### config.mk
export PLATFORM = sky130hd
export DESIGN_NAME = tpu_result_collector_flat
export DESIGN_NICKNAME = d
export VERILOG_FILES = /design/src/rtl/tpu_pkg.sv /design/src/rtl/tpu_result_collector_if.sv /design/src/rtl/tpu_word_fifo.sv /design/src/rtl/tpu_result_collector.sv /design/src/flat_wrapper.sv
export SDC_FILE = /design/constraint.sdc
export NUM_CORES = 1
export LEC_CHECK = 0
export ABC_CLOCK_PERIOD_IN_PS = 1800
export CAP_MARGIN = 10
export CORE_UTILIZATION = 50
export DETAILED_ROUTE_END_ITERATION = 8
export HOLD_SLACK_MARGIN = 0.03
export PLACE_DENSITY = 0.67
export SYNTH_ARGS = -nofsm -noshare
export SYNTH_HDL_FRONTEND = slang
export SYNTH_SLANG_ARGS = --single-unit
export TNS_END_PERCENT = 5
### constraint.sdc
create_clock -name clk -period 1.8 [get_ports clk]
set_input_delay 0.36 -clock clk [delete_from_list [all_inputs] [get_ports clk]]
set_output_delay 0.36 -clock clk [all_outputs]
set_load 0.02 [all_outputs]
### src/rtl/tpu_pkg.sv
// Shared TinyTPU constants and the result collector output FSM encoding.
package tpu_pkg;

  localparam int unsigned D_W             = 8;
  localparam int unsigned N               = 2;
  localparam int unsigned OUT_W           = 8;
  localparam int unsigned FIFO_DEPTH      = 4;
  localparam int unsigned Z_W             = 2 * D_W;
  localparam int unsigned WORDS_PER_FRAME = N * N;
  localparam int unsigned SLICES_PER_WORD = Z_W / OUT_W;

  typedef enum logic [0:0] {
    StIdle,
    StSend
  } out_state_e;

endpackage

### src/rtl/tpu_result_collector_if.sv
// Serial result input and byte valid/ready output of the result collector.
// byte_last exists only when RESULT_COLLECTOR_LAST_EN is defined.
interface tpu_result_collector_if #(
    parameter int unsigned OUT_W = 8
);

    logic             serial_z;
    logic             serial_valid;
    logic [OUT_W-1:0] byte_out;
    logic             byte_valid;
    logic             byte_ready;
`ifdef RESULT_COLLECTOR_LAST_EN
    logic             byte_last;
`endif

    modport master (
        output serial_z, serial_valid, byte_ready,
`ifdef RESULT_COLLECTOR_LAST_EN
        input  byte_last,
`endif
        input  byte_out, byte_valid
    );

    modport slave (
        input  serial_z, serial_valid, byte_ready,
`ifdef RESULT_COLLECTOR_LAST_EN
        output byte_last,
`endif
        output byte_out, byte_valid
    );

endinterface

### src/rtl/tpu_word_fifo.sv
// Synchronous word FIFO; exposes the head entry and the one behind it so the
// reader can switch words without a bubble.
module tpu_word_fifo #(
    parameter int unsigned Width = 16,
    parameter int unsigned Depth = 4
) (
    input  logic                     clk,
    input  logic                     rst,
    input  logic                     push_i,
    input  logic [Width-1:0]         wdata_i,
    input  logic                     pop_i,
    output logic [Width-1:0]         head_o,
    output logic [Width-1:0]         second_o,
    output logic                     full_o,
    output logic                     empty_o,
    output logic [$clog2(Depth):0]   level_o
);

    localparam int unsigned PtrW = $clog2(Depth);
    localparam int unsigned LvlW = PtrW + 1;

    logic [Width-1:0] mem_q [Depth];
    logic [PtrW-1:0]  wr_ptr_q, rd_ptr_q;
    logic [LvlW-1:0]  count_q;
    logic             do_push, do_pop;

    assign full_o   = (count_q == LvlW'(Depth));
    assign empty_o  = (count_q == '0);
    assign level_o  = count_q;
    assign head_o   = mem_q[rd_ptr_q];
    assign second_o = mem_q[rd_ptr_q + PtrW'(1)];

    // A pop frees the slot, so a push into a full FIFO is allowed alongside it.
    assign do_pop  = pop_i && !empty_o;
    assign do_push = push_i && (!full_o || do_pop);

    always_ff @(posedge clk) begin
        if (do_push) begin
            mem_q[wr_ptr_q] <= wdata_i;
        end
    end

    always_ff @(posedge clk) begin
        if (rst) begin
            wr_ptr_q <= '0;
            rd_ptr_q <= '0;
            count_q  <= '0;
        end else begin
            if (do_push) wr_ptr_q <= wr_ptr_q + PtrW'(1);
            if (do_pop)  rd_ptr_q <= rd_ptr_q + PtrW'(1);
            if (do_push && !do_pop)      count_q <= count_q + LvlW'(1);
            else if (do_pop && !do_push) count_q <= count_q - LvlW'(1);
        end
    end

endmodule

### src/rtl/tpu_result_collector.sv
// Rebuilds serial TinyTPU results into words, buffers them and emits byte slices.
// Define RESULT_COLLECTOR_LAST_EN to add byte_last marking the frame's final slice.
module tpu_result_collector #(
    parameter int unsigned D_W        = tpu_pkg::D_W,
    parameter int unsigned N          = tpu_pkg::N,
    parameter int unsigned OUT_W      = tpu_pkg::OUT_W,
    parameter int unsigned FIFO_DEPTH = tpu_pkg::FIFO_DEPTH
) (
    input  logic                          clk,
    input  logic                          rst,
    tpu_result_collector_if.slave         bus,
    input  logic                          frame_sync_i,
    input  logic                          ovf_clr_i,
    output logic                          frame_done_o,
    output logic                          overflow_o,
    output logic [$clog2(FIFO_DEPTH):0]   fifo_level_o
);

    import tpu_pkg::*;

    localparam int unsigned ZW       = 2 * D_W;
    localparam int unsigned Wpf      = N * N;
    localparam int unsigned Spw      = ZW / OUT_W;
    localparam int unsigned BitCntW  = $clog2(ZW);
    localparam int unsigned WordCntW = (Wpf > 1) ? $clog2(Wpf) : 1;
    localparam int unsigned SliceW   = (Spw > 1) ? $clog2(Spw) : 1;
    localparam int unsigned LvlW     = $clog2(FIFO_DEPTH) + 1;
`ifdef RESULT_COLLECTOR_LAST_EN
    localparam int unsigned EntryW   = ZW + 1;
`else
    localparam int unsigned EntryW   = ZW;
`endif

    logic [ZW-2:0]       partial_q, partial_d;
    logic [BitCntW-1:0]  bit_cnt_q, bit_cnt_d;
    logic [WordCntW-1:0] word_cnt_q, word_cnt_d;
    logic                push_pend_q, push_pend_d;
    logic                push_last_q, push_last_d;
    logic [ZW-1:0]       push_word_q, push_word_d;
    logic                overflow_q, overflow_d;
    out_state_e          state_q, state_d;
    logic [SliceW-1:0]   slice_q, slice_d;
    logic [OUT_W-1:0]    byte_q, byte_d;
    logic                valid_q, valid_d;
`ifdef RESULT_COLLECTOR_LAST_EN
    logic                last_q, last_d;
`endif

    logic                  fifo_push, fifo_pop, fifo_full, fifo_empty;
    logic [LvlW-1:0]       fifo_level;
    logic [EntryW-1:0]     fifo_wdata, fifo_head, fifo_second, next_entry;
    logic [Spw-1:0][OUT_W-1:0] head_sl, next_sl;
    logic                  stay_send;

    // Deserialiser: bits arrive LSB first, the final bit completes the word.
    always_comb begin
        partial_d   = partial_q;
        bit_cnt_d   = bit_cnt_q;
        word_cnt_d  = word_cnt_q;
        push_pend_d = 1'b0;
        push_word_d = push_word_q;
        push_last_d = push_last_q;
        if (frame_sync_i) begin
            partial_d  = '0;
            bit_cnt_d  = '0;
            word_cnt_d = '0;
        end else if (bus.serial_valid) begin
            if (bit_cnt_q == BitCntW'(ZW - 1)) begin
                push_pend_d = 1'b1;
                push_word_d = {bus.serial_z, partial_q};
                push_last_d = (word_cnt_q == WordCntW'(Wpf - 1));
                partial_d   = '0;
                bit_cnt_d   = '0;
                word_cnt_d  = push_last_d ? '0 : word_cnt_q + WordCntW'(1);
            end else begin
                partial_d = {bus.serial_z, partial_q[ZW-2:1]};
                bit_cnt_d = bit_cnt_q + BitCntW'(1);
            end
        end
    end

    assign fifo_pop     = (state_q == StSend) && valid_q && bus.byte_ready &&
                          (slice_q == SliceW'(Spw - 1));
    assign fifo_push    = push_pend_q && (!fifo_full || fifo_pop);
    assign overflow_d   = (push_pend_q && !fifo_push) ? 1'b1 : (ovf_clr_i ? 1'b0 : overflow_q);
    assign frame_done_o = push_pend_q && push_last_q;
`ifdef RESULT_COLLECTOR_LAST_EN
    assign fifo_wdata   = {push_last_q, push_word_q};
`else
    assign fifo_wdata   = push_word_q;
`endif

    tpu_word_fifo #(
        .Width (EntryW),
        .Depth (FIFO_DEPTH)
    ) u_fifo (
        .clk      (clk),
        .rst      (rst),
        .push_i   (fifo_push),
        .wdata_i  (fifo_wdata),
        .pop_i    (fifo_pop),
        .head_o   (fifo_head),
        .second_o (fifo_second),
        .full_o   (fifo_full),
        .empty_o  (fifo_empty),
        .level_o  (fifo_level)
    );

    // With one entry left, the word replacing the head is the one being pushed now.
    assign next_entry = (fifo_level == LvlW'(1)) ? fifo_wdata : fifo_second;
    assign stay_send  = (fifo_level > LvlW'(1)) || fifo_push;
    assign head_sl    = fifo_head[ZW-1:0];
    assign next_sl    = next_entry[ZW-1:0];

    always_comb begin
        state_d = state_q;
        slice_d = slice_q;
        byte_d  = byte_q;
        valid_d = valid_q;
`ifdef RESULT_COLLECTOR_LAST_EN
        last_d  = last_q;
`endif
        unique case (state_q)
            StIdle: begin
                if (!fifo_empty) begin
                    state_d = StSend;
                    valid_d = 1'b1;
                    slice_d = '0;
                    byte_d  = head_sl[0];
`ifdef RESULT_COLLECTOR_LAST_EN
                    last_d  = fifo_head[ZW] && (Spw == 1);
`endif
                end
            end
            StSend: begin
                if (valid_q && bus.byte_ready) begin
                    if (slice_q == SliceW'(Spw - 1)) begin
                        slice_d = '0;
                        if (stay_send) begin
                            byte_d = next_sl[0];
`ifdef RESULT_COLLECTOR_LAST_EN
                            last_d = next_entry[ZW] && (Spw == 1);
`endif
                        end else begin
                            state_d = StIdle;
                            valid_d = 1'b0;
`ifdef RESULT_COLLECTOR_LAST_EN
                            last_d  = 1'b0;
`endif
                        end
                    end else begin
                        slice_d = slice_q + SliceW'(1);
                        byte_d  = head_sl[slice_d];
`ifdef RESULT_COLLECTOR_LAST_EN
                        last_d  = fifo_head[ZW] && (slice_d == SliceW'(Spw - 1));
`endif
                    end
                end
            end
            default: state_d = StIdle;
        endcase
    end

    always_ff @(posedge clk) begin
        if (rst) begin
            partial_q   <= '0;
            bit_cnt_q   <= '0;
            word_cnt_q  <= '0;
            push_pend_q <= 1'b0;
            push_word_q <= '0;
            push_last_q <= 1'b0;
            overflow_q  <= 1'b0;
            state_q     <= StIdle;
            slice_q     <= '0;
            byte_q      <= '0;
            valid_q     <= 1'b0;
`ifdef RESULT_COLLECTOR_LAST_EN
            last_q      <= 1'b0;
`endif
        end else begin
            partial_q   <= partial_d;
            bit_cnt_q   <= bit_cnt_d;
            word_cnt_q  <= word_cnt_d;
            push_pend_q <= push_pend_d;
            push_word_q <= push_word_d;
            push_last_q <= push_last_d;
            overflow_q  <= overflow_d;
            state_q     <= state_d;
            slice_q     <= slice_d;
            byte_q      <= byte_d;
            valid_q     <= valid_d;
`ifdef RESULT_COLLECTOR_LAST_EN
            last_q      <= last_d;
`endif
        end
    end

    assign bus.byte_out    = byte_q;
    assign bus.byte_valid  = valid_q;
`ifdef RESULT_COLLECTOR_LAST_EN
    assign bus.byte_last   = last_q;
`endif
    assign overflow_o      = overflow_q;
    assign fifo_level_o    = fifo_level;

endmodule

### src/flat_wrapper.sv
// flat-port wrapper written by rule: the top's interface ports become plain ports
module tpu_result_collector_flat import tpu_pkg::*;
#(
    parameter int unsigned D_W        = tpu_pkg::D_W,
    parameter int unsigned N          = tpu_pkg::N,
    parameter int unsigned OUT_W      = tpu_pkg::OUT_W,
    parameter int unsigned FIFO_DEPTH = tpu_pkg::FIFO_DEPTH
)
  (clk, rst, frame_sync_i, ovf_clr_i, frame_done_o, overflow_o, fifo_level_o, bus_serial_z, bus_serial_valid, bus_byte_ready, bus_byte_out, bus_byte_valid);
  tpu_result_collector_if #(.OUT_W(OUT_W)) bus_i ();
  input  logic clk;
  input  logic rst;
  input  logic frame_sync_i;
  input  logic ovf_clr_i;
  output logic frame_done_o;
  output logic overflow_o;
  output logic [$clog2(FIFO_DEPTH):0] fifo_level_o;
  input wire logic [$bits(bus_i.serial_z)-1:0] bus_serial_z;
  input wire logic [$bits(bus_i.serial_valid)-1:0] bus_serial_valid;
  input wire logic [$bits(bus_i.byte_ready)-1:0] bus_byte_ready;
  output wire logic [$bits(bus_i.byte_out)-1:0] bus_byte_out;
  output wire logic [$bits(bus_i.byte_valid)-1:0] bus_byte_valid;
  assign bus_i.serial_z = bus_serial_z;
  assign bus_i.serial_valid = bus_serial_valid;
  assign bus_i.byte_ready = bus_byte_ready;
  assign bus_byte_out = bus_i.byte_out;
  assign bus_byte_valid = bus_i.byte_valid;
  tpu_result_collector #(.D_W(D_W), .N(N), .OUT_W(OUT_W), .FIFO_DEPTH(FIFO_DEPTH)) u_core (.clk(clk), .rst(rst), .bus(bus_i), .frame_sync_i(frame_sync_i), .ovf_clr_i(ovf_clr_i), .frame_done_o(frame_done_o), .overflow_o(overflow_o), .fifo_level_o(fifo_level_o));
endmodule
After elaboration in Yosys (flattened, before gate mapping)
Memory sizes are Yosys's and may differ from the RTL's. A register that Yosys moved wholly into a read port is not among the register bits.
Index checks and enable logic that the tools add are counted.
W data, S select, Z words.
{"block": "classes", "addsub": 7, "order_cmp": 2, "n_eq_ne": 9, "mux": 34, "n_bitwise": 3, "n_reduce_logical": 29}
{"operator": "$mux W8", "n": 7}
{"operator": "$mux W1", "n": 16}
{"operator": "$pmux W8 S2", "n": 1}
{"operator": "$mux W15", "n": 1}
{"operator": "$logic_and A1 B1 Y1", "n": 11}
{"operator": "$ne A2 B2 Y1 const B", "n": 4}
{"operator": "$add A2 B1 Y2 const B", "n": 3}
{"operator": "$mux W2", "n": 3}
{"operator": "$mux W3", "n": 2}
{"operator": "$pmux W1 S2", "n": 3}
{"operator": "$reduce_and A3 Y1", "n": 2}
{"operator": "$logic_not A1 Y1", "n": 5}
{"operator": "$add A4 B1 Y4 const B", "n": 1}
{"operator": "$eq A4 B4 Y1 const B", "n": 1}
{"operator": "$mux W4", "n": 1}
{"operator": "$reduce_and A2 Y1", "n": 2}
{"operator": "$reduce_and A4 Y1", "n": 1}
{"operator": "$reduce_bool A2 Y1", "n": 2}
{"operator": "$add A3 B1 Y3 const B", "n": 1}
{"operator": "$eq A3 B1 Y1 const B", "n": 1}
{"operator": "$eq A3 B3 Y1 const B", "n": 1}
{"operator": "$gt A3 B1 Y1 const B", "n": 1}
{"operator": "$logic_not A3 Y1", "n": 1}
{"operator": "$logic_or A1 B1 Y1", "n": 3}
{"operator": "other kinds (8)", "n": 10}
{"block": "totals", "ff_bits": 58, "mem_bits_rw": 64, "in_bits": 7, "out_inout_bits": 14, "word_cells": 99, "mem_count": 1}
{"memory": "u_core.u_fifo.mem_q", "words": 4, "word_bits": 16, "read_ports": 2, "rd_clocked_by_memory_dff": 1, "wr": 1, "line_no": "tpu_word_fifo.sv:22", "source": "logic [Width-1:0] mem_q [Depth];"}

Longest topological paths before layout
Gate-level depths: netlist of the first run.
{"block": "depth", "word_depth": 10, "ltp_mapped": 9, "ltp_nobuf": 9}

By module
A second synthesis of the first run with hierarchy kept.
{"block": "unflattened", "hier_cells": 388, "area_unflattened_um2": 5466.5}
{"mod": "tpu_word_fifo", "instances": 1, "cells_each": 152, "area_each_um2": 3294.4, "seq_area_each_um2": 2102.0}
{"mod": "tpu_result_collector", "instances": 1, "cells_each": 236, "area_each_um2": 2172.1, "seq_area_each_um2": 1021.0}

Worst setup path before layout of the first run
No wires, ideal clock.
{"block": "synth_path", "path_kind": "register to register", "from": "register u_core.u_fifo.count_q[0], in the netlist u_core.u_fifo.level_o[0]", "to": "memory u_core.u_fifo.mem_q[0][0] (enable)", "setup_ns": 0.374, "t_arrival_ns": 1.665, "required_time_ns": 1.426, "setup_slack_ns": -0.239, "stages_incl_launch_ff": 5, "path_buffers": 0, "period_less_slack_ns": 2.039, "path_cell_list": "dfxtp_1 inv_1 ha_1 a31oi_2 and2_1"}
{"block": "synth_between", "elab_chain_cells": 7, "elab_cells_between_ends": 11, "cone_classes": "eq/ne (1); mux (2); reduce/logical (8)"}
{"element": "from (decl)", "line_no": "tpu_word_fifo.sv:24", "source": "logic [LvlW-1:0] count_q;"}
{"element": "from (signal assigned)", "line_no": "tpu_word_fifo.sv:51", "source": "if (do_push && !do_pop) count_q <= count_q + LvlW'(1);"}
{"element": "from (signal assigned)", "line_no": "tpu_word_fifo.sv:52", "source": "else if (do_pop && !do_push) count_q <= count_q - LvlW'(1);"}
{"element": "$eq A3 B3 Y1 / $logic_not A3 Y1 (equally long branches)", "line_no": "tpu_word_fifo.sv:27, tpu_word_fifo.sv:28"}
{"element": "$logic_not A1 Y1, on equally long branches"}
{"element": "$logic_or A1 B1 Y1 / $logic_and A1 B1 Y1 (equally long branches)", "line_no": "tpu_result_collector.sv:84, tpu_word_fifo.sv:34"}
{"element": "$logic_and A1 B1 Y1 / $logic_or A1 B1 Y1 (equally long branches)", "line_no": "tpu_result_collector.sv:84, tpu_word_fifo.sv:35"}
{"element": "$logic_and A1 B1 Y1 (*)", "line_no": "tpu_word_fifo.sv:35", "source": "assign do_push = push_i && (!full_o || do_pop);"}
{"element": "via u_core.u_fifo.do_push", "line_no": "tpu_word_fifo.sv:25", "source": "logic do_push, do_pop;"}
{"element": "$mux W1 (*)", "line_no": "tpu_word_fifo.sv:38", "source": "if (do_push) begin"}
{"element": "$mux W1 (not written as such) (*)", "line_no": "tpu_word_fifo.sv:39", "source": "mem_q[wr_ptr_q] <= wdata_i;"}
{"element": "to (decl)", "line_no": "tpu_word_fifo.sv:22"}
Mark *: on every way through the listed nets, which the timed path passes. The rest lies on a longest branch.

Worst setup path in the final report of the first run
{"block": "layout_path", "from": "register u_core.u_fifo.count_q[1], in the netlist u_core.u_fifo.level_o[1]", "to": "register u_core.u_fifo.count_q[2], in the netlist u_core.u_fifo.level_o[2]"}
{"block": "layout_between", "elab_chain_cells": 8, "elab_cells_between_ends": 18, "cone_classes": "add/sub (2); eq/ne (1); mux (2); reduce/logical (13)"}
{"element": "$eq A3 B3 Y1 / $logic_not A3 Y1 (equally long branches)", "line_no": "tpu_word_fifo.sv:27, tpu_word_fifo.sv:28"}
{"element": "$logic_not A1 Y1, on equally long branches"}
{"element": "$logic_or A1 B1 Y1 / $logic_and A1 B1 Y1 (equally long branches)", "line_no": "tpu_result_collector.sv:84, tpu_word_fifo.sv:34"}
{"element": "$logic_and A1 B1 Y1 / $logic_or A1 B1 Y1 (equally long branches)", "line_no": "tpu_result_collector.sv:84, tpu_word_fifo.sv:35"}
{"element": "$logic_and A1 B1 Y1", "line_no": "tpu_word_fifo.sv:35"}
{"element": "$logic_not A1 Y1", "line_no": "tpu_word_fifo.sv:52"}
{"element": "$logic_and A1 B1 Y1", "line_no": "tpu_word_fifo.sv:52"}
{"element": "$reduce_bool A2 Y1 (no source line)"}
Several ways; a longest one is shown, not always the timed one. The select of a mux whose other input is x is not followed.
A chain may end at the register's enable or synchronous reset.

==> results.txt, run 1 <==
* Status: completed
* Flip-flop and latch count after synthesis: approximately 120
* Final count of hold timing violations: 0
- Syn Area/Cell: 12.5 um2
* Fraction of the cycle the final worst path needs: between 90 and 100%
- For this run, asynchronously set or reset flops after synthesis account for 0%.
* Min Hold Slack: 0.462 ns
* Library cell occupying the most area in the post-synthesis netlist: sky130_fd_sc_hd__edfxtp_1
* Count of cells along the worst register-to-register path: 8
* Die span in y: 104 um
- Number of warnings printed during yosys synthesis: 0
* HPWL Detailed: between 6000 and 7000 um
- Port Buffer Count: 20
* Synth Area in Adders: around 2.7%
- Cell area after layout: between 0.006 and 0.007 mm2
* Cts-stage hold buffer count: 0
- Yosys cell types: just over 40
- Internal power component: around 5.4 mW
* TritonCTS Buffers: 17
- Global-route wire length before repair: 17500 um
- Summed over all layers, the global routing overflow is 0.
- Number of routed nets with antenna violations: 0
- STA puts the critical path data arrival time at 2.22 ns.
* Synthesized Nets: 433
- Across the run, the number of max-cap violations was 0.
* Mapped cell area: ~0.0052 mm2
* DRC: 0
* Cell with the most instances on the worst path: sky130_fd_sc_hd__ha_4
* Detailed-routing iteration count for the pre-antenna-repair pass: 4
* Most frequent cells after synthesis: sky130_fd_sc_hd__edfxtp_1 (64), sky130_fd_sc_hd__dfxtp_1 (60), sky130_fd_sc_hd__nand2_1 (38), sky130_fd_sc_hd__mux2i_1 (37), sky130_fd_sc_hd__nor2_1 (35)
- Relative to the synthesized area, the layout overhead comes to 25.3%.
- Gpl congestion: 0.725
- Finish-stage setup viols: 0
* Maximum number of pins on one net before global-route repair: 39
- IO Count: 21
* Die boundary width: ~100 um
* Nature of the critical path endpoint: flop
* Part of the total power dissipated in sequential elements: 43.8%
- Source-to-sink clock delay at the later pin of the worst-skew pair: approximately 0.51 ns
* Antenna violations before repair: 0
* Clock-pin slew of the registers on the worst-case setup and hold paths: ~0.060 ns
* Hold Path Class: flop to flop
- Setup repair after global routing could not meet its margin everywhere.
- Total routed wirelength: around 11000 um
- Clock tree synthesis found a total of 124 sinks.
* Slew at the pin with the worst max-slew slack: between 0.6 and 0.7 ns
* Critical path launch point type: flop
- Measured against the total synthesized area, the mux share comes to approximately an eighth.
- Share of the synthesized area in the top cell type: 37.1%
- Worst Hold Depth: 2
- The floorplan step defined a die boundary enclosing 0.0108 mm2.
* Overall fraction of global-route tracks in use: roughly a fifth
- Detailed routing inserted a total of roughly 3300 vias.
- The number of max-slew violations in the final report came to 0.
* Slowest-stage cell, CP: sky130_fd_sc_hd__or3_4
* Net switching power: between 1 and 1.5 mW
- Worst max-slew margin expressed relative to the limit: between 50 and 60%
- Of the cells placed in the final design, the portion with a size suffix greater than 1 is 22.8%.
- After filler insertion, the fill cell instance count of the layout stands at slightly below 800.
* Power density of the placed cells: just over 1000 mW/mm2
- Summing the areas of all compound-gate instances in the mapped netlist gives roughly a tenth of the synthesized area.
- OpenSTA, run right after detailed placement, puts the worst setup slack at -0.500 ns.
- TritonCTS built the clock tree.
- Wire per inst: between 15 and 20 um
- Drt via density: around 5.5
- Timing would allow up to around 0.57 GHz.
* Fraction of power consumed by combinational cells: under 10%
- Number of rows in the core area: 36
- Cells fill about two thirds of the core in the end.
- Across the VDD grid, the largest voltage drop is 0.668 mV.
* Cells after synthesis: 415
* Number of enable-type register cells in the synthesized netlist: 64
* Dominant register cell in the synthesized netlist: sky130_fd_sc_hd__edfxtp_1
* Clk network pwr share: about 55%
* Fraction of power spent switching nets: between 10% and 20%
- The share of the Yosys chip area taken by registers is around three fifths.
- The worst setup path is of the flop to flop kind.
* Count leader, synth: sky130_fd_sc_hd__edfxtp_1
* P_leak: 2.25 nW
- WP data required: about 2.3 ns
* Simple-gate share of the synthesized area: under 10%
* Area inside the core boundary: between 0.009 and 0.01 mm2
- Once the floorplan was initialized, standard cells occupied between 50% and 60% of the core.
- In the final design database the tool counted roughly 480 nets.
- Number of buffers on the longest clock path: 2
- Slack of the critical path: ~0.033 ns
* Antenna cells: 0
- For the finished layout, the period the worst path requires is about 1.8 ns.
- Summing all placed instances gives a cell area of 0.00580 mm2.
- Xor-xnor portion of the synthesized cell area: between 1 and 1.5%
* Biggest fanout along the worst timing path: 5
- Delay contributed by the slowest stage of the critical path: around 0.38 ns
- Traced cell by cell, the critical path runs through inv_1 -> ha_4 -> nand2b_1 -> nand2b_4 -> ha_4 -> mux2i_1 -> or3_4 -> a21oi_2.
- The via count of the first global-routing pass came to roughly 3400.
- Leading cell types by total area after synthesis: sky130_fd_sc_hd__edfxtp_1 (37%), sky130_fd_sc_hd__dfxtp_1 (23%), sky130_fd_sc_hd__mux2i_1 (7.2%)
- The detailed router finished its first iteration with between 100 and 150 violations.
- Clock tree synthesis selected as its root buffer the cell sky130_fd_sc_hd__clkbuf_8.
* Skew final: slightly above 0.02 ns
- In this run the number of H-tree levels came out at 4.
- After synthesis, the largest family of logic cells by area is multiplexers.
==> power groups by stage <==
stage	combinational [mW]	sequential [mW]	clock (mW)
after floorplan	0.0331	3.01	0
after global placement	0.0643	3.01	0
after global routing	0.0726	2.94	3.90
final	0.0655	2.94	3.71
after detailed placement	0.0652	3.01	0
after CTS	0.0654	2.95	3.76
==> layout by cell type, fill, tap and decap left out, types with 9 or more instances in the layout <==
cell type                        n
sky130_fd_sc_hd__clkbuf_16      16
sky130_fd_sc_hd__a22oi_1        15
sky130_fd_sc_hd__a21oi_1        24
sky130_fd_sc_hd__o22ai_1        16
sky130_fd_sc_hd__dfxtp_1        55
sky130_fd_sc_hd__buf_12         11
sky130_fd_sc_hd__nand2_1        38
sky130_fd_sc_hd__mux2i_1        37
sky130_fd_sc_hd__nor2_1         35
sky130_fd_sc_hd__nor3_1          9
sky130_fd_sc_hd__ha_1            9
sky130_fd_sc_hd__edfxtp_1       64
sky130_fd_sc_hd__dlygate4sd2_1  13
sky130_fd_sc_hd__a211oi_1        9
sky130_fd_sc_hd__buf_4          17
==> cells by family after synthesis <==
kind of cell / count (synthesis)
AOI/OAI and AO/OA: 79
buffers and inverters: 31
DFF: 124
muxes: 53
xor gates and xnor gates: 6
adders and majority gates: 11
and+or+nand+nor: 111
==> final timing paths <==
check | slack (ns) | startpoint | endpoint
worst max-delay path | 0.03 | u_core.u_fifo.level_o[1] | u_core.u_fifo.level_o[2]
worst min-delay path | 0.46 | u_core.push_last_q | u_core.push_last_q
worst max register to register | 0.03 | u_core.u_fifo.level_o[1] | u_core.u_fifo.level_o[2]
worst min register to register | 0.46 | u_core.push_last_q | u_core.push_last_q
==> sequential cells by signal, summed over array words and instances, names as in the netlist, 2 cells and up, named ones only <==
name,flops
u_core.u_fifo.mem_q,64
u_core.u_fifo.wr_ptr_q,2
u_core.bit_cnt_q,4
u_core.bus.byte_out,8
u_core.u_fifo.level_o,3
u_core.fifo_wdata,16
u_core.word_cnt_q,2
u_core.partial_q,15
u_core.u_fifo.rd_ptr_q,2
==> critical path: cells and delay by family (launching register included) <==
| family | cells | cell delay, ns |
|---|---|---|
| AO/OA/AOI/OAI | 1 | 0.14 |
| adder cells (fa/ha/maj) | 2 | 0.36 |
| buffers and inverters | 1 | 0.09 |
| flip-flops | 1 | 0.37 |
| multiplexers | 1 | 0.14 |
| AND/OR/NAND/NOR | 3 | 0.61 |
==> cell type report <==
| type | count | area [um2] | share of cell area [%] |
|---|---|---|---|
| flip-flops and latches | 124 | 3140 | 48.4 |
| well taps | 133 | 166 | 2.57 |
| multi-input cells | 260 | 1980 | 30.5 |
| clock inverters | 15 | 238 | 3.67 |
| inverters | 6 | 22.5 | 0.347 |
| clock buffers | 17 | 414 | 6.39 |
| repair buffers | 48 | 527 | 8.12 |
==> through the flow <==
stage                     power, mW  setup TNS [ns]  cells
after global routing           6.91         -0.0594    603
final                          6.72               0    603
after floorplan                3.04               0    415
after CTS                      6.77               0    602
after global placement         3.07          -26.54    569
after detailed placement       3.07          -27.99    569
==> metal layers <==
layer / global-route usage [%] / part of all wire [%] / vias to the layer above / wire [um]
met1: 26.5 / 44 / 1655 / 4690
met3: 4.66 / 2.8 / 8 / 295
met4: 7.14 / 0.95 / 0 / 100
met5: 0 / 0 / - / 0
met2: 36.7 / 52 / 45 / 5480
li1: - / - / 1621 / -
==> repair_timing <==
action,4_1_cts,5_1_grt
setup endpoints to repair,79,14
resized for setup,17,11
pin swaps,1,2
setup buffers,1,1
No activity file was read; power rests on OpenSTA's default activity.
==> run 2, diff against run 1 <==
--- a/config.mk
+++ b/config.mk
@@ -6,7 +6,7 @@
 export NUM_CORES = 1
 export LEC_CHECK = 0
 export ABC_CLOCK_PERIOD_IN_PS = 1800
-export CAP_MARGIN = 10
+export CAP_MARGIN = 5
 export CORE_UTILIZATION = 50
 export DETAILED_ROUTE_END_ITERATION = 8
 export HOLD_SLACK_MARGIN = 0.03
==> results of run 2 <==
No change in the layout: final DEF, timing and power equal those of run 1.
==> run 3, diff against run 2 <==
--- a/config.mk
+++ b/config.mk
@@ -7,6 +7,7 @@
 export LEC_CHECK = 0
 export ABC_CLOCK_PERIOD_IN_PS = 1800
 export CAP_MARGIN = 5
+export CORE_ASPECT_RATIO = 0.8
 export CORE_UTILIZATION = 50
 export DETAILED_ROUTE_END_ITERATION = 8
 export HOLD_SLACK_MARGIN = 0.03
==> run 3 against run 2 <==
Against the previous run:
- first-iteration DRC count up 33%
- count of clock-buffer cells in the layout up 7
- clock skew down 0.010 ns
- flip-flop and latch count unchanged
- final cell count up 1.3%
- sequential share of layout area about the same
- total power down 5.6%
- sequential power about the same
- fmax up 1.2%
- critical path depth down 1
- highest routed layer unchanged
==> results.txt, run 3 (synthesis gave the netlist of run 1 again) <==
- Finish-stage setup viols: 0
* Worst max-slew margin expressed relative to the limit: between 50% and 60%
- Hold Path Class: flop to flop
- Critical path launch point type: primary input
- Antenna violations before repair: 0
* Critical setup path kind: primary input to flop
- Antenna cells: 0
- The number of max-slew violations in the final report was 0.
- Slowest-stage cell, CP: sky130_fd_sc_hd__clkdlybuf4s50_1
* Filler Cells Inserted: 740
- For hold timing, the worst endpoint is u_core.push_last_q.
- H-tree depth: 4
- After routing the design area is roughly 0.0065 mm2.
* Port Buffer Count: 20
* Chain of cells forming the critical path: clkdlybuf4s50_1 -> nand4_1 -> a31oi_4 -> ha_4 -> buf_4 -> o21ai_0 -> a21oi_2
* Dpl cells: roughly 580
- P_leak: about 2.2 nW
- Count of cells along the worst register-to-register path: 5
- In this run the cell area measured after placement is between 0.005 and 0.006 mm2.
* Critical path buffers and inverters: 2
- The via count of the first global-routing pass was around 3300.
- Dividing the detail-routed wire length by the instance count gives about 17 um.
- Once detail routing completed, the nets flagged for antenna violations numbered 0.
- Die span in y: 93.0 um
- The cell sitting at the root of the clock tree is a sky130_fd_sc_hd__clkbuf_16.
- HPWL Detailed: approximately 7000 um
- The number of hold buffers added after CTS was 0.
* Origin of the worst min-delay path: u_core.push_last_q
- Area inside the core boundary: 0.00985 mm2
- Capture instance of the worst register-to-register path: u_core.bus.byte_out[3]
- At the later pin of the worst-skew pair, clock insertion delay measures around 0.41 ns.
* WP data required: ~2.1 ns
- Based on the critical path, the design can be clocked at up to between 0.5 and 0.6 GHz.
* Skew final: ~0.011 ns
- In this design, the largest share of critical-path delay is due to buffers and inverters.
- TritonCTS Buffers: 17
- The register with the most flip-flops in the final layout is u_core.u_fifo.mem_q.
- The worst path needs 1.75 ns of the cycle, external delays included.
- Storage cell area: 0.00313 mm2
* Share of cells above drive strength 1: a little under a quarter
* Biggest fanout along the worst timing path: 4
- Of the available clock period, the critical path in the final layout requires a little over nine tenths.
- Clock-pin slew was measured on the worst setup and hold paths at approximately 0.050 ns.
* Max IR drop VDD: between 0.6 and 0.7 mV
* Nature of the critical path endpoint: flop
* Drt via density: 5.47
- The die covers between 0.01 and 0.015 mm2.
* TritonCTS clock tree: done
- In this run the critical register-to-register path is launched from u_core.u_fifo.rd_ptr_q[0].
- After the first detailed-routing iteration, the DRC count stood at roughly 190.
- Non-filler cells, final: 611
- Max-capacitance violation count: 0
- Finished Core Util: 65.8%
- Final count of hold timing violations: 0
* Number of buffers on the longest clock path: 2
- The routed layout has 3342 vias.
* Number of sinks driven by the clock tree: 124
- Worst reg-to-reg setup slack: ~0.070 ns
* Die boundary width: between 100 and 150 um
* Worst Hold Depth: 2
- Largest register FFs: between 60 and 70
- The first global-routing pass estimated 16900 um of wire.
- Min Hold Slack: ~0.45 ns
* Most frequent cells in the layout: sky130_fd_sc_hd__edfxtp_1 (64), sky130_fd_sc_hd__dfxtp_1 (53), sky130_fd_sc_hd__nand2_1 (38), sky130_fd_sc_hd__mux2i_1 (37), sky130_fd_sc_hd__nor2_1 (35)
* Sum of internal, switching and leakage power: 6.35 mW
- Overall fraction of global-route tracks in use: between 20% and 30%
* Power density of the placed cells: a little under 1000 mW/mm2
* Slew at the pin with the worst max-slew slack: just under 0.7 ns
- The library cell used most frequently in the layout, excluding fill and tap cells, is sky130_fd_sc_hd__edfxtp_1.
- Starting utilization of the core area: 52.5%
* IO Count: 21
- Status: completed
- The net count of the finished layout is 480.
- The area growth from synthesis to layout is 25.3%.
- Number of rows in the core area: 32
- Gpl congestion: ~0.78
- Unrepaired setup endpoints after global routing: yes
- Worst path depth: 7
- Summed over all layers, the routed wires come to a little over 10000 um.
- Delay contributed by the slowest stage of the critical path: between 0.4 and 0.5 ns
* Maximum number of pins on one net before global-route repair: 39
* Total grt overflow: 0
- DRC: 0
- Data arrival, critical path: 2.04 ns
- Before antenna repair, the detailed router went through 5 iterations.
- Total area of multi-input combinational cells: between 0.0015 and 0.002 mm2
## run 3: changes by cell type in the layout (fill, tap and decap cells not counted), moves of 3 or more
cell	before	now
sky130_fd_sc_hd__dlygate4sd2_1	13	2
sky130_fd_sc_hd__clkdlybuf4s50_1	6	16
sky130_fd_sc_hd__buf_4	17	23
sky130_fd_sc_hd__bufinv_16	5	0
sky130_fd_sc_hd__clkbuf_16	16	21
sky130_fd_sc_hd__clkinv_2	0	5
sky130_fd_sc_hd__dfxtp_2	2	6
sky130_fd_sc_hd__a211oi_2	8	5
sky130_fd_sc_hd__a211oi_4	0	3
sky130_fd_sc_hd__inv_6	3	0
## run 3: power by group
part / switching [mW] / leakage, nW / total [mW] / internal [mW]
Sequential: 0.00236 / 1.05 / 2.95 / 2.95
Combinational: 0.0401 / 0.877 / 0.0688 / 0.0288
Clock: 1.18 / 0.302 / 3.33 / 2.16
Total: 1.22 / 2.23 / 6.35 / 5.13
## run 3: final cells by class
cell class | instances | share of cell area, %
Clock buffer | 24 | 8.59
Clock inverter | 8 | 0.772
Inverter | 6 | 0.347
Multi-Input combinational cell | 260 | 30.6
Sequential cell | 124 | 48.3
Tap cell | 136 | 2.62
Timing Repair Buffer | 53 | 8.70
## run 3: timing repair
item	4_1_cts	5_1_grt
endpoints found under the hold margin	0	0
buffers inserted	0	1
resized for setup	7	10
pin swaps	0	5
endpoints found under the setup margin	70	77
## run 3: worst max-delay path by stage
stage / startpoint / endpoint / slack, ns
2_1_floorplan: u_core.u_fifo.level_o[1] / u_core.u_fifo.level_o[2] / 0.01
3_3_place_gp: bus_byte_ready / u_core.u_fifo.mem_q[1][14] / -0.32
3_5_place_dp: bus_byte_ready / u_core.u_fifo.level_o[2] / -0.37
4_1_cts: u_core.u_fifo.rd_ptr_q[0] / u_core.bus.byte_out[3] / 0.009
5_1_grt: bus_byte_ready / u_core.u_fifo.level_o[2] / -0.01
6_report: bus_byte_ready / u_core.u_fifo.level_o[2] / 0.05
## run 3: worst reg2reg max path: cells and delay by family (launching register included)
kind                   cells  cell delay (ns)
buffers and inverters      1             0.14
multiplexers               2             0.78
flip-flops                 1             0.34
AO/OA/AOI/OAI              2             0.33
## run 3: metrics by stage
| step | setup TNS [ns] | setup slack, ns |
|---|---|---|
| CTS | 0 | 0.00930 |
| floorplan | 0 | 0.0106 |
| global placement | -21.41 | -0.320 |
| global route | -0.0108 | -0.0108 |
| finish | 0 | 0.0548 |
| detailed placement | -23.93 | -0.368 |
## run 3: metal layers
| layer | track usage (%) | routed length (um) | vias to the layer above | share of wire [%] |
|---|---|---|---|---|
| met1 | 28.9 | 4860 | 1621 | 47 |
| met5 | 0 | 0 | - | 0 |
| met2 | 33.5 | 4890 | 86 | 47 |
| met3 | 5.64 | 500 | 9 | 4.8 |
| li1 | - | - | 1626 | - |
| met4 | 9.51 | 119 | 0 | 1.1 |
==> RTL change (settings of run 3) <==
Make the reset (`rst`) asynchronous in 2 clocked blocks.
--- a/src/rtl/tpu_word_fifo.sv
+++ b/src/rtl/tpu_word_fifo.sv
@@ -42,3 +42,3 @@
 
-    always_ff @(posedge clk) begin
+    always_ff @(posedge clk or posedge rst) begin
         if (rst) begin
--- a/src/rtl/tpu_result_collector.sv
+++ b/src/rtl/tpu_result_collector.sv
@@ -163,3 +163,3 @@
 
-    always_ff @(posedge clk) begin
+    always_ff @(posedge clk or posedge rst) begin
         if (rst) begin
Check against the original RTL: no difference found for any inputs over 10 cycles, from zero or initial values and one cycle with rst high; that may be too few to reach the edited logic, so the function may still have changed.
==> RTL change against run 3 <==
The flow now finishes with violations (setup timing). Area after synthesis up 1.2%. Register-to-register slack worse by 0.33 ns. Sequential cell count down 2. Worst setup slack worse by 0.31 ns. Final cell count down 9.3%. Wire length down 2.9%. Cell area up 0.81%. Via count down 10%. Maximum frequency down 15%.
Power is not compared: it rests on default switching activity, and its combinational part moved more than twofold at a synthesized area within 25%.
==> RTL change: results <==
critical_path:
  path_delay_family: "multiplexers"
  rr_endpoint: "u_core.bus.byte_out[6]"
  crit_fanout: 8
  timing.rr.start: "u_core.u_fifo.rd_ptr_q[0]"
  arrival_ns: 2.34
  cpMaxStageDelayCell: "dfrtp_2"
  max_stage_delay_ns: 0.51
logic_synthesis:
  synth_cell_types: 34
  synth_compound_area_frac: 0.0707
  syn-num-nets: 357
  synthMuxAreaShare: 0.177
  synth_top_cells_by_area: "edfxtp_1 (37%), dfrtp_1 (28%), mux2_2 (7.3%)"
  synth_async_sr_flop_share: 0.475
  syn_avg_cell_area_um2: 15.5
  synth_commonest_cells: "edfxtp_1 (64), dfrtp_1 (58), mux2i_1 (35)"
pwr:
  power.total_w: 0.00890
global_route:
  grt_pass1_wl_um: 16400
  grt_pass1_vias: 3061
  grt_util_all_layers: 0.214
cells_and_area:
  seq_cells: 122
  nonClkBufAreaFrac: 0.0940
  layout.nets: 419
  nClkBuffers: 20
  fill_cells: 761
  inverters: 9
  area_growth_pct: 24.8
  seq_area_mm2: 0.00338
  multi_input_cells: 189
timing:
  setup_tns_ns: -1.81
  finalSetupViolations: 9
  postLayoutSetupSlackWorst_ns: -0.257
  tightest_slew_ns: 0.671
detailed_routing:
  drt-met1-wl_um: 4650
  met3_length_um: 568
  wl_per_cell_um: 18.2
  routed-wl-met2_um: 4690
  routed_wirelength_um: 10100
placed_design:
  place_hpwl_um: 6890
  dp_slack_ns: -0.382
worst_hold_path:
  timing.hold.worst.class: "input port to async pin"
run_status:
  status: "finished with violations"
  violations: "setup timing"
floorplan:
  dieArea_mm2: 0.0109
[RTL change: metal layers]
layer,vias up,GRT usage
li1,1411,-
met1,1501,0.295
met2,82,0.320
met3,13,0.0603
met4,0,0.0833
met5,-,0
[RTL change: worst max-delay path by stage]
| stage | slack, ns | end | start | cells after the start |
|---|---|---|---|---|
| after CTS | -0.25 | u_core.bus.byte_out[7] | u_core.u_fifo.rd_ptr_q[0] | 4 |
| after global placement | -0.35 | u_core.bus.byte_out[2] | u_core.u_fifo.rd_ptr_q[0] | 5 |
| after detailed placement | -0.38 | u_core.bus.byte_out[2] | u_core.u_fifo.rd_ptr_q[0] | 5 |
| final | -0.26 | u_core.bus.byte_out[6] | u_core.u_fifo.rd_ptr_q[0] | 5 |
| after floorplan | -0.11 | u_core.bus.byte_out[1] | u_core.u_fifo.rd_ptr_q[0] | 6 |
| after global routing | -0.31 | u_core.bus.byte_out[6] | u_core.u_fifo.rd_ptr_q[0] | 5 |
